**config.mk**
```make
export PLATFORM = sky130hd
export DESIGN_NAME = unified_mem_arbiter
export DESIGN_NICKNAME = d
export VERILOG_FILES = /design/src/rtl/dsd_mem_pkg.sv /design/src/rtl/arb_starve_counter.sv /design/src/rtl/unified_mem_arbiter.sv
export SDC_FILE = /design/constraint.sdc
export NUM_CORES = 1
export LEC_CHECK = 0
export BUFFER_PORTS_ARGS = -buffer_cell sky130_fd_sc_hd__buf_2
export CAP_MARGIN = 20
export CORE_ASPECT_RATIO = 0.8
export CORE_MARGIN = 10
export CORE_UTILIZATION = 43
export DETAILED_ROUTE_END_ITERATION = 10
export PLACE_DENSITY = 0.91
export SLEW_MARGIN = 30
export SYNTH_ARGS = -nofsm -noshare
export SYNTH_HDL_FRONTEND = slang
export SYNTH_HIERARCHICAL = 1
export SYNTH_SLANG_ARGS = --single-unit
```
**constraint.sdc**
```tcl
create_clock -name clk -period 5.85 [get_ports clk]
set_input_delay 0 -clock clk [delete_from_list [all_inputs] [get_ports clk]]
set_output_delay 0 -clock clk [all_outputs]
set_load 0.005 [all_outputs]
```
**src/rtl/dsd_mem_pkg.sv**
```systemverilog
// Shared types and default sizing for the unified-memory arbiter slice.
package dsd_mem_pkg;

  localparam int unsigned DEF_AW         = 16;
  localparam int unsigned DEF_DW         = 16;
  localparam int unsigned DEF_MAX_DBURST = 4;

  typedef enum logic [1:0] {
    IDLE  = 2'd0,
    RET_F = 2'd1,
    RET_D = 2'd2
  } rd_state_t;

endpackage

```
**src/rtl/arb_starve_counter.sv**
```systemverilog
// Saturating count of consecutive contested D wins; limit_o forces the next F grant.
module arb_starve_counter #(
  parameter int unsigned MAX = 4
) (
  input  logic                       clk,
  input  logic                       rst_n,
  input  logic                       inc_i,
  input  logic                       clr_i,
  output logic [$clog2(MAX+1)-1:0]   cnt_o,
  output logic                       limit_o
);

  localparam int unsigned CW = $clog2(MAX + 1);

  logic [CW-1:0] cnt_q, cnt_d;

  always_comb begin
    cnt_d = cnt_q;
    if (clr_i) begin
      cnt_d = '0;
    end else if (inc_i && (cnt_q != CW'(MAX))) begin
      cnt_d = cnt_q + CW'(1);
    end
  end

  always_ff @(posedge clk or negedge rst_n) begin
    if (!rst_n) begin
      cnt_q <= '0;
    end else begin
      cnt_q <= cnt_d;
    end
  end

  assign cnt_o   = cnt_q;
  assign limit_o = (cnt_q == CW'(MAX));

endmodule

```
**src/rtl/unified_mem_arbiter.sv**
```systemverilog
// Arbitrates fetch (F) and load/store (D) onto the single-port unified memory;
// D has priority, read data returns registered one cycle after grant.
module unified_mem_arbiter
  import dsd_mem_pkg::*;
#(
  parameter int unsigned AW         = DEF_AW,
  parameter int unsigned DW         = DEF_DW,
  parameter int unsigned MAX_DBURST = DEF_MAX_DBURST
) (
  input  logic          clk,
  input  logic          reset,
  input  logic          f_req,
  input  logic [AW-1:0] f_addr,
  output logic          f_gnt,
  output logic          f_rvalid,
  output logic [DW-1:0] f_rdata,
  input  logic          d_req,
  input  logic          d_we,
  input  logic [AW-1:0] d_addr,
  input  logic [DW-1:0] d_wdata,
  output logic          d_gnt,
  output logic          d_rvalid,
  output logic [DW-1:0] d_rdata,
  output logic [AW-1:0] mem_addr,
  output logic          mem_we,
  output logic [DW-1:0] mem_wd,
  input  logic [DW-1:0] mem_rd
);

  rd_state_t     rd_state_q, rd_state_d;
  logic [DW-1:0] f_rdata_q, f_rdata_d;
  logic [DW-1:0] d_rdata_q, d_rdata_d;
  logic          starve_limit;
  logic [$clog2(MAX_DBURST+1)-1:0] starve_cnt;

  arb_starve_counter #(
    .MAX (MAX_DBURST)
  ) u_starve (
    .clk     (clk),
    .rst_n   (reset),
    .inc_i   (d_gnt & f_req),
    .clr_i   (f_gnt | ~f_req),
    .cnt_o   (starve_cnt),
    .limit_o (starve_limit)
  );

  // Grants are qualified by reset so the memory bus stays quiet while held in reset.
  always_comb begin
    f_gnt      = 1'b0;
    d_gnt      = 1'b0;
    mem_addr   = '0;
    mem_we     = 1'b0;
    mem_wd     = '0;
    rd_state_d = IDLE;
    f_rdata_d  = f_rdata_q;
    d_rdata_d  = d_rdata_q;
    if (reset) begin
      if (f_req && (!d_req || starve_limit)) begin
        f_gnt = 1'b1;
      end else if (d_req) begin
        d_gnt = 1'b1;
      end
    end
    if (f_gnt) begin
      mem_addr   = f_addr;
      rd_state_d = RET_F;
      f_rdata_d  = mem_rd;
    end else if (d_gnt) begin
      mem_addr = d_addr;
      mem_we   = d_we;
      mem_wd   = d_wdata;
      if (!d_we) begin
        rd_state_d = RET_D;
        d_rdata_d  = mem_rd;
      end
    end
  end

  always_ff @(posedge clk or negedge reset) begin
    if (!reset) begin
      rd_state_q <= IDLE;
      f_rdata_q  <= '0;
      d_rdata_q  <= '0;
    end else begin
      rd_state_q <= rd_state_d;
      f_rdata_q  <= f_rdata_d;
      d_rdata_q  <= d_rdata_d;
    end
  end

  assign f_rvalid = (rd_state_q == RET_F);
  assign d_rvalid = (rd_state_q == RET_D);
  assign f_rdata  = f_rdata_q;
  assign d_rdata  = d_rdata_q;

endmodule

```
# After elaboration in Yosys (flattened, before gate mapping)
# Index checks and enable logic that the tools add are counted.
# word_totals
out_inout_bits,69
wordCells,36
reg_bits,37
inputBits,69
# classes
bitwise,5
n_eq_ne,4
add_sub_neg,1
n_reduce_logical,6
mux,16
# ops
operator,count
16-bit 2-to-1 mux,4
1-bit 2-to-1 mux,7
2-bit 2-to-1 mux,3
3-bit 2-to-1 mux,2
3-bit by 1-bit adder with 3-bit output (second input constant),1
3-bit equality test (second input constant),1
3-bit inequality test (second input constant),1
1-bit NOT,3
3-bit AND reduction,1
2-bit by 1-bit equality test with 1-bit output (second input constant),1
2-bit equality test (second input constant),1
1-bit logical AND,2
2-bit nonzero test,1
1-bit AND,1
1-bit zero test,1
1-bit logical OR,1
1-bit bitwise OR,1

# Depth between registers and ports, before layout
# logic_depth
depth_word,9
depth_mapped,8
mapped_depth_nobuf,7

# Hierarchy
# The synthesis kept the hierarchy.
# by_module_without_submodules
mod,seq_area_each_um2,area_per_inst_um2,n_inst,cells_per_inst
unified_mem_arbiter,850.8,1640.3,1,115
arb_starve_counter,75.1,197.7,1,18

# Least setup slack after synthesis
# OpenSTA, ideal clock, no wires.
# synth_path
kind,register to register
startpoint,register u_starve.cnt_q[0] (netlist: u_starve/cnt_o[0])
endpoint,register u_starve.cnt_q[0] (netlist: u_starve/cnt_o[0])
period_less_slack_ns,2.149
setup_slack_ns,3.701
stages_incl_launch_ff,9
setup_time_ns,0.125
t_arrival_ns,2.024
cell_sequence,dfrtp_1 -> inv_1 -> ha_1 -> and2_1 -> a21oi_2 -> clkbuf_1 -> and2_1 -> a21boi_2 -> mux2_4
# synth_between
elab_chain_len,8
elab_cells_between_ends,15
# synth_rtl
item,line,source
from (decl),arb_starve_counter.sv:15,"logic [CW-1:0] cnt_q, cnt_d;"
from (signal assigned),arb_starve_counter.sv:30,cnt_q <= cnt_d;
3-bit equality test *,arb_starve_counter.sv:35,assign limit_o = (cnt_q == CW'(MAX));
net starve_limit,unified_mem_arbiter.sv:33,logic starve_limit;
1-bit logical OR *,unified_mem_arbiter.sv:58,if (f_req && (!d_req || starve_limit)) begin
1-bit logical AND *,unified_mem_arbiter.sv:58,
1-bit 2-to-1 mux,unified_mem_arbiter.sv:58,
1-bit 2-to-1 mux,unified_mem_arbiter.sv:57,if (reset) begin
1-bit AND,unified_mem_arbiter.sv:41,".inc_i (d_gnt & f_req),"
1-bit logical AND,arb_starve_counter.sv:21,end else if (inc_i && (cnt_q != CW'(MAX))) begin
2-bit nonzero test (no line),n/a,
# The timed path passes the listed nets; every way through them passes the cells marked *. The select of a mux whose other input is x is not followed.
# A chain may end at the register's enable or synchronous reset.

# Worst setup path after layout
# layout_path
startpoint,input port reset
endpoint,register u_starve.cnt_q[0] (netlist: u_starve/cnt_o[0])
# layout_between
elab_chain_len,4
elab_cells_between_ends,7
# layout_rtl
item,line,source
from (decl),unified_mem_arbiter.sv:11,"input logic reset,"
1-bit 2-to-1 mux,unified_mem_arbiter.sv:57,
1-bit AND,unified_mem_arbiter.sv:41,
1-bit logical AND,arb_starve_counter.sv:21,
2-bit nonzero test (no line),n/a,
# Several ways; a longest one is shown, not always the timed one.

==> summary.txt <==
STA
  • Slew of the pin with the lowest slew margin: 858 ps
  • Final setup vio count: 0
  • Clock skew: 3.59 ps
  • Hold Vio Cnt, Final: 0
  • Final Critical Period: 2690 ps
  • RSZ-0062 raised after global routing: false
  • Max-slew headroom: 0.428
  • Fmax: 0.371 GHz
  • Slew Limit Fails: 0
  • Fin crit share: 0.460
  • Setup tns final: 0 ps
  • Hold slack: 109 ps

Drt
  • Post-DR wirelength/cell: 17.6 um
  • Initial DRT Pass Iterations: 4
  • Routed Antenna Nets: 0
  • WL final: 6140 um
  • First DRT Iteration DRCs: 53
  • Vias: 1,641
  • DRC Markers: 0
  • Drt via density: 4.72

Global route
  • Vias in the first global route: 1,724
  • Final global-route overflow total: 0
  • Total GRT Usage: 0.162
  • Initial antenna violation count: 0
  • Maximum number of pins on one net before global-route repair: 40
  • First-pass GRT wire length: 9450 um

Critical path
  • Worst Path Required: 6020 ps
  • Critical path buffers and inverters: 2
  • Crit-path cells: dlygate4sd3_1 -> buf_2 -> nand2_2 -> a21oi_4 -> and2_1 -> a21boi_2 -> mux2_4
  • Setup CP Type: input pin to flop
  • Kind of start point of the critical path: input pin
  • Top delay family on crit path: buffers and inverters
  • Slowest stage cell, crit path: buf_2
  • Crit Path Max Fanout: 39
  • Crit path largest cell delay: 670 ps
  • Crit path DAT: 2860 ps
  • CP endpoint kind: flop

Finish
  • Most frequent cells in the layout: buf_2 (137), dfrtp_1 (37), mux2_2 (20), and2_1 (19), dlygate4sd3_1 (18)
  • Number of fill cells: 318
  • Area growth syn-to-layout: 55.7%
  • Antenna Cells: 0
  • Final instance area: 2860 um^2
  • Layout cells sized above 1: 0.636
  • Nets: 361
  • Final Util: 0.689
  • Commonest non-fill, non-tap cell in the layout: buf_2

Clock network
  • Clock transition at path regs: 70 ps
  • Clock sink count: 37
  • Clk_lat worst skew: 280 ps
  • Htree depth: 2
  • Post-CTS sizing: 0
  • Clock tree buffer depth: 2
  • Clock buffer count from CTS: 5
  • CTS tree: built
  • Root Driver: clkbuf_8

Yosys
  • Synth top area share: 0.504
  • Number of synthesis warnings: 6
  • Synth unique cells: 25
  • Sequential cell area fraction in the yosys report: 0.504
  • Synth top area cells: dfrtp_1 (50%), mux2_2 (12%), mux2_4 (11%)
  • Area leader, netlist: dfrtp_1
  • Mapped Avg Cell Area: 13.8 um^2
  • Mapped Cells: 133
  • FF+latch count, synth: 37
  • Synth Cell Area: 1840 um^2
  • Post-synth net total: 204

Status
  • Outcome: finished, final reports clean

Power and ir drop
  • VDD IR max: 0.273 mV
  • Leak pwr: 1.53 nW
  • Tot Pwr: 0.731 mW
  • Pwr dens: 255 nW/um^2

Floorplanning
  • Core Area: 4150 um^2
  • Std-Cell Rows: 21
  • Die width: 93.1 um
  • # IOs: 138
  • Starting density of the core: 0.443
  • Die Ht: 78.5 um
  • DIE AREA: 7310 um^2

Placed design
  • IO buf count: 137
  • Post-placement cell area: 2560 um^2
  • Post-DP HPWL: 4700 um
  • GP Congestion: 0.800

Min path
  • Worst hold path type: input pin to flop

Flow run
  • Max cap viols: 0
report_power, final:
part / leakage, nW / internal, mW / switching (mW)
sequential: 0.447 / 0.299 / 0.0243
combinational: 1.03 / 0.111 / 0.0716
clock: 0.0585 / 0.139 / 0.0865
area by class of cell:
cell class                 count  area (um^2)  share of cell area
timing repair buffer         156          877               0.307
tap                           57         71.3              0.0249
sequential                    37          926               0.324
multi-input combinational     86          853               0.298
inverter                       4         17.5             0.00612
clock inverter                 1         30.0              0.0105
clock buffer                   7         86.3              0.0302
tightest hold or removal path, stage by stage:
cell and delay, ps:
buf_2 110, nand2_2 110, a211oi_4 110
cell usage after synthesis (all sizes together):
master / count
a22o: 16
and2: 19
a21oi: 2
o211ai: 1
a211oi: 1
a21boi: 1
mux2i: 1
nand2b: 2
and4b: 1
nand2: 2
nor2: 1
clkbuf: 2
ha: 2
dfrtp: 37
nor3: 1
buf: 4
inv: 4
mux2: 33
nor2b: 3
cell families after synthesis:
group | count (synthesis) | synth area share
buf+inv | 10 | 0.0361
simple gates | 29 | 0.100
mux | 34 | 0.234
compound gates | 21 | 0.112
flops | 37 | 0.504
fa+ha+maj | 2 | 0.0136
routing by layer:
metal | GRT usage | up-vias | part of all wire
met3 | 0.0551 | 6 | 0.072
li1 | - | 791 | -
met5 | 0 | - | 0
met4 | 0.0431 | 0 | 0.011
met2 | 0.310 | 68 | 0.55
met1 | 0.163 | 776 | 0.37
final timing paths:
check | startpoint | to | depth (start not counted) | slack (ps)
setup / recovery | reset | u_starve/cnt_o[0] | 7 | 3160
hold / removal | d_req | rd_state_q[1] | 3 | 110
setup reg to reg | u_starve/cnt_o[0] | u_starve/cnt_o[0] | 7 | 3360
hold reg to reg | f_rdata[3] | f_rdata[3] | 1 | 500
max in group asynchronous | reset | d_rdata[1] | 2 | 4940
min in group asynchronous | reset | d_rdata[8] | 2 | 370
timing repair:
item	4_1_cts	5_1_grt
buffers inserted	0	0
hold buffers	18	0
endpoints found under the hold margin	70	0
stage by stage:
stage | cells | worst slack (ps)
after floorplan | 133 | 3700
after global placement | 321 | 3190
after detailed placement | 322 | 3380
after CTS | 348 | 3120
after global routing | 348 | 2870
final | 348 | 3160
flip-flops by register name, indices dropped and copies added (netlist names):
name	flops
u_starve/cnt_o	3
rd_state_q	2
d_rdata	16
f_rdata	16
(Power assumes the default switching activity.)
